===== config.mk =====
export PLATFORM = sky130hd
export DESIGN_NAME = m3_cmd_gen
export DESIGN_NICKNAME = d
export VERILOG_FILES = /design/src/rtl/m3_cmd_gen.sv
export SDC_FILE = /design/constraint.sdc
export NUM_CORES = 1
export LEC_CHECK = 0
export ABC_AREA = 1
export CAP_MARGIN = 10
export CORE_MARGIN = 5
export CORE_UTILIZATION = 40
export CTS_CLUSTER_SIZE = 20
export DETAILED_ROUTE_END_ITERATION = 6
export PLACE_DENSITY = 0.57
export SKIP_LAST_GASP = 1
export SYNTH_ARGS = -nofsm -noshare
export SYNTH_HDL_FRONTEND = slang
export SYNTH_SLANG_ARGS = --single-unit

===== constraint.sdc =====
create_clock -name clkI -period 3.21 [get_ports clkI]
set_input_delay 0.642 -clock clkI [delete_from_list [all_inputs] [get_ports clkI]]
set_output_delay 0.642 -clock clkI [all_outputs]
set_load 0.02 [all_outputs]

===== src/rtl/m3_cmd_gen.sv =====
// ============================================================================
// Module      : m3_cmd_gen
// Description : Button front-end for the m3 motor core. It synchronizes and
//               debounces the buttons, then drives run, stop and direction
//               levels and auto-repeating speed/power pulses.
// Revision    : 1.0 - initial release
// ============================================================================
`default_nettype none

module m3_cmd_gen #(
   parameter int DEBOUNCE_LEN = 16,
   parameter int REPEAT_DELAY = 5000,
   parameter int REPEAT_RATE  = 1000
) (
   input  logic clkI,
   input  logic rstI,
   input  logic btnStartI,
   input  logic btnStopI,
   input  logic btnDirI,
   input  logic btnSpdUpI,
   input  logic btnSpdDnI,
   input  logic btnPwrUpI,
   input  logic btnPwrDnI,
   output logic m3startO,
   output logic m3forceStopO,
   output logic m3invRotateO,
   output logic m3speedINCo,
   output logic m3speedDECo,
   output logic m3powerINCo,
   output logic m3powerDECo
);

   localparam int          NBTN       = 7;
   localparam logic [19:0] DB_LAST    = 20'(DEBOUNCE_LEN - 1);
   localparam logic [23:0] DELAY_LAST = 24'(REPEAT_DELAY - 1);
   localparam logic [23:0] RATE_LAST  = 24'(REPEAT_RATE - 1);

   localparam logic [1:0] S_IDLE  = 2'd0;
   localparam logic [1:0] S_DELAY = 2'd1;
   localparam logic [1:0] S_RPT   = 2'd2;

   // Bit order: 0 start, 1 dir, 2 spd up, 3 spd dn, 4 pwr up, 5 pwr dn, 6 stop.
   // Stop is last because it is the only level-only button (no edge detect).
   logic [NBTN-1:0] raw;
   logic [NBTN-1:0] sync1;
   logic [NBTN-1:0] sync2;
   logic [NBTN-1:0] stable;
   logic [5:0]      stable_d;
   logic [5:0]      press;
   logic [1:0]      pulse_inc;
   logic [1:0]      pulse_dec;

   assign raw = {btnStopI, btnPwrDnI, btnPwrUpI, btnSpdDnI, btnSpdUpI,
                 btnDirI, btnStartI};

   always_ff @(posedge clkI) begin
      if (rstI) begin
         sync1    <= '0;
         sync2    <= '0;
         stable_d <= '0;
      end else begin
         sync1    <= raw;
         sync2    <= sync1;
         stable_d <= stable[5:0];
      end
   end

   assign press = stable[5:0] & ~stable_d;

   for (genvar i = 0; i < NBTN; i++) begin : g_btn
      logic [19:0] db_cnt;
      logic        stable_bit;

      always_ff @(posedge clkI) begin
         if (rstI) begin
            db_cnt     <= '0;
            stable_bit <= 1'b0;
         end else if (sync2[i] == stable_bit) begin
            db_cnt <= '0;
         end else if (db_cnt == DB_LAST) begin
            stable_bit <= sync2[i];
            db_cnt     <= '0;
         end else begin
            db_cnt <= db_cnt + 20'd1;
         end
      end

      assign stable[i] = stable_bit;
   end

   // Stop overrides start; direction may only flip while stopped.
   always_ff @(posedge clkI) begin
      if (rstI) begin
         m3startO     <= 1'b0;
         m3forceStopO <= 1'b0;
         m3invRotateO <= 1'b0;
      end else begin
         m3forceStopO <= stable[6];
         if (stable[6])
            m3startO <= 1'b0;
         else if (press[0])
            m3startO <= ~m3startO;
         if (press[1] && !m3startO)
            m3invRotateO <= ~m3invRotateO;
      end
   end

   for (genvar k = 0; k < 2; k++) begin : g_pair
      localparam int UP = 2 + 2 * k;
      localparam int DN = 3 + 2 * k;

      logic [1:0]  state;
      logic [1:0]  state_nxt;
      logic [23:0] cnt;
      logic        dir_up;
      logic        dir_up_nxt;
      logic        cnt_clr;
      logic        cnt_inc;
      logic        fire;
      logic        fire_inc;
      logic        fire_dec;
      logic        inc_q;
      logic        dec_q;
      logic        active;
      logic        other;

      always_ff @(posedge clkI) begin
         if (rstI) begin
            state  <= S_IDLE;
            dir_up <= 1'b0;
            cnt    <= '0;
            inc_q  <= 1'b0;
            dec_q  <= 1'b0;
         end else begin
            state  <= state_nxt;
            dir_up <= dir_up_nxt;
            if (cnt_clr)
               cnt <= '0;
            else if (cnt_inc)
               cnt <= cnt + 24'd1;
            inc_q <= fire_inc;
            dec_q <= fire_dec;
         end
      end

      always_comb begin
         state_nxt  = state;
         dir_up_nxt = dir_up;
         cnt_clr    = 1'b0;
         cnt_inc    = 1'b0;
         fire       = 1'b0;
         active     = dir_up ? stable[UP] : stable[DN];
         other      = dir_up ? stable[DN] : stable[UP];
         case (state)
            S_IDLE: begin
               if (press[UP] && !stable[DN]) begin
                  fire       = 1'b1;
                  dir_up_nxt = 1'b1;
                  cnt_clr    = 1'b1;
                  state_nxt  = S_DELAY;
               end else if (press[DN] && !stable[UP]) begin
                  fire       = 1'b1;
                  dir_up_nxt = 1'b0;
                  cnt_clr    = 1'b1;
                  state_nxt  = S_DELAY;
               end
            end
            S_DELAY, S_RPT: begin
               if (!active || other) begin
                  cnt_clr   = 1'b1;
                  state_nxt = S_IDLE;
               end else if (cnt == ((state == S_DELAY) ? DELAY_LAST : RATE_LAST)) begin
                  fire      = 1'b1;
                  cnt_clr   = 1'b1;
                  state_nxt = S_RPT;
               end else begin
                  cnt_inc = 1'b1;
               end
            end
            default: begin
               cnt_clr   = 1'b1;
               state_nxt = S_IDLE;
            end
         endcase
      end

      always_comb begin
         fire_inc = fire & dir_up_nxt;
         fire_dec = fire & ~dir_up_nxt;
      end

      assign pulse_inc[k] = inc_q;
      assign pulse_dec[k] = dec_q;
   end

   assign m3speedINCo = pulse_inc[0];
   assign m3speedDECo = pulse_dec[0];
   assign m3powerINCo = pulse_inc[1];
   assign m3powerDECo = pulse_dec[1];

endmodule

`default_nettype wire


==> flow_metrics.py <==
metrics = {
    "placed_design": {
        "portBuffers": 15,
        "hpwl_um": 17800,
        "routabilityCongestion": 0.852,
        "dpl-instance-area_sq_mm": 0.0122,
    },
    "clock_network": {
        "clockRootBuffer": "clkbuf_16",
        "cts_buffers": 28,
        "cts_tree": "built",
        "worstSkewPairLatency_ps": 540,
        "cts_buffer_depth": 3,
        "cts_hold_buf": 0,
        "post_cts_buffers": 0,
        "cts_htree_levels": 1,
        "cts.sinks": 228,
        "clk_pin_slew_worst_paths_ps": 60,
        "ctsResizeCount": 0,
    },
    "floorplan": {
        "initial_utilization": 0.402,
        "ioPinCount": 16,
        "rows": 63,
        "floorplan.core_area_sq_mm": 0.0294,
        "chipWidth_um": 182,
        "dieArea_sq_mm": 0.0331,
        "die_y_um": 182,
    },
    "global_route": {
        "grt_start_max_net_pins": 30,
        "grt_usage": 0.148,
        "antenna_found_initial": 0,
        "grt_pass1_vias": 9460,
        "grt_remaining_overflow": 0,
        "grt_pass1_wl_um": 43300,
    },
    "timing": {
        "setup_tns_ps": 0,
        "tightest_slew_ps": 674,
        "finalSetupViolations": 0,
        "drv_slew": 0,
        "min_period_over_period": 0.703,
        "period_needed_ps": 2260,
        "whs_ps": 403,
        "hold_viol_final": 0,
        "relSlewSlack": 0.550,
        "rsz0062_at_grt": "no",
        "fmax_mhz": 443,
        "clock_skew_ps": 21.4,
    },
    "route": {
        "avgViaCountPerCell": 4.74,
        "firstDrtPassIters": 4,
        "dr_wl_met3_um": 707,
        "vias": 10349,
        "drt-initial-drc-count": 499,
        "top_layer": "met4",
        "postRouteAntennaNets": 0,
        "wl_met1_um": 12600,
        "wl_met2_um": 10800,
        "routed_wl_um": 24600,
        "drc": 0,
        "wl_per_cell_um": 11.3,
    },
    "logic_synthesis": {
        "netlist_area_sq_mm": 0.0118,
        "synthDistinctLibCells": 46,
        "synth-main-ff-cell": "dfxtp_1",
        "synth_edf_count": 0,
        "synth-seq-area-share": 0.386,
        "synth-seq-cells": 228,
        "async_flop_share": 0,
        "yosys_warnings": 0,
        "syn-num-nets": 1779,
        "avgSynthCellArea_sq_um": 6.73,
        "synthCells": 1754,
    },
    "worst_setup_path": {
        "worst-setup-path-type": "reg -> out",
        "cp_top_family": "buffers and inverters",
        "crit_arrival_ps": 1620,
        "critPathLaunchType": "flip-flop",
        "crit_chain": "clkdlybuf4s50_1",
        "worst_path_largest_cell_delay_ps": 650,
        "required_ps": 2570,
        "path_max_fanout": 4,
        "cp_slowest_cell": "clkdlybuf4s50_1",
        "end_kind": "primary output",
        "cp.buffers_inverters": 1,
    },
    "hold_path": {
        "hold_class": "reg -> reg",
    },
    "layout": {
        "final_area_sq_mm": 0.0131,
        "nFillCells": 3083,
        "syn_to_final_growth_pct": 11.0,
        "fin_nets": 1800,
        "diodes": 0,
        "final_core_util": 0.446,
        "seq_area_sq_mm": 0.00456,
        "multi_input_area_sq_mm": 0.00615,
        "drive_above_1_share": 0.0658,
    },
    "power": {
        "p_leak_nw": 4.51,
        "vdd_drop_max_mv": 0.403,
        "p_per_area_mw_per_mm2": 449,
    },
    "flow_run": {
        "maxCapViolations": 0,
    },
    "run_status": {
        "status": "complete, no violations",
    },
}
[per-stage QoR]
step	power, W	setup slack [ps]	std cells
global route	0.00613	772	2182
global placement	0.00300	487	2135
finish	0.00589	952	2182
detailed placement	0.00300	477	2135
floorplan	0.00298	1620	1754
CTS	0.00601	898	2182
[per-layer routing]
layer	global-route usage	vias to the layer above
met5	0	-
met4	0.0360	0
met3	0.0226	31
met2	0.242	110
met1	0.206	4600
li1	-	5608
[layout by cell type (no fill, tap or decap), drive strengths merged]
cell type,instances
nand2,464
nor2,310
dfxtp,228
inv,225
nand3,115
a21oi,111
nor3,70
xor2,53
nand4,41
clkbuf,41
o21ai,27
xnor2,18
ha,16
clkdlybuf4s50,15
nor4,11
or2,8
nor3b,7
a31oi,6
buf,5
clkinv,4
nand3b,3
o31ai,2
or3,2
and2,2
o21bai,1
a31o,1
and3,1
a211oi,1
o211ai,1
a21boi,1
clkinvlp,1
bufinv,1
[power breakdown]
part	total, W	internal (W)	switching (W)
combinational	0.0000879	0.0000265	0.0000614
sequential	0.00285	0.00284	0.00000782
clock	0.00295	0.00179	0.00116
total	0.00589	0.00466	0.00123
[kinds of logic after synthesis]
kind of cell | synth area share
AOI/OAI and AO/OA | 0.0729
xor gates and xnor gates | 0.0526
adders and majority gates | 0.0169
buffers and inverters | 0.0928
DFF | 0.386
and+or+nand+nor | 0.378
[path summary, 6_finish.rpt]
check                   startpoint                 to  slack, ps  cells after the start
setup / recovery          m3startO           m3startO        950                      1
hold / removal            sync1[6]           sync2[6]        400                      2
setup reg to reg  g_pair[1].cnt[0]  g_pair[1].cnt[20]        970                     10
hold reg to reg           sync1[6]           sync2[6]        400                      2
[flip-flops by register name (all words and copies together) (netlist names)]
register / cells
m3speedDECo: 1
g_pair.cnt: 48
g_btn.db_cnt: 140
m3startO: 1
m3invRotateO: 1
g_btn.stable_bit: 7
stable_d: 6
m3speedINCo: 1
sync2: 7
sync1: 7
m3powerDECo: 1
m3forceStopO: 1
g_pair.dir_up: 2
m3powerINCo: 1
g_pair.state: 4
[cell usage after synthesis (all sizes together), types with 16 or more instances]
| cell | instances | share of area |
|---|---|---|
| nand2 | 464 | 0.15 |
| xor2 | 53 | 0.039 |
| nor2 | 310 | 0.10 |
| xnor2 | 18 | 0.013 |
| buf | 25 | 0.020 |
| nand3 | 115 | 0.049 |
| a21oi | 111 | 0.053 |
| o21ai | 27 | 0.012 |
| nor3 | 70 | 0.031 |
| inv | 225 | 0.072 |
| ha | 16 | 0.017 |
| dfxtp | 228 | 0.39 |
| nand4 | 41 | 0.022 |
[layout make-up]
type	count	area share
clock buffer	41	0.0610
clock inverter	6	0.00525
inverter	225	0.0646
multi-input combinational	1272	0.469
sequential	228	0.348
tap	390	0.0372
timing repair buffer	20	0.0143
Note: power is estimated with default switching activity, not from simulation.
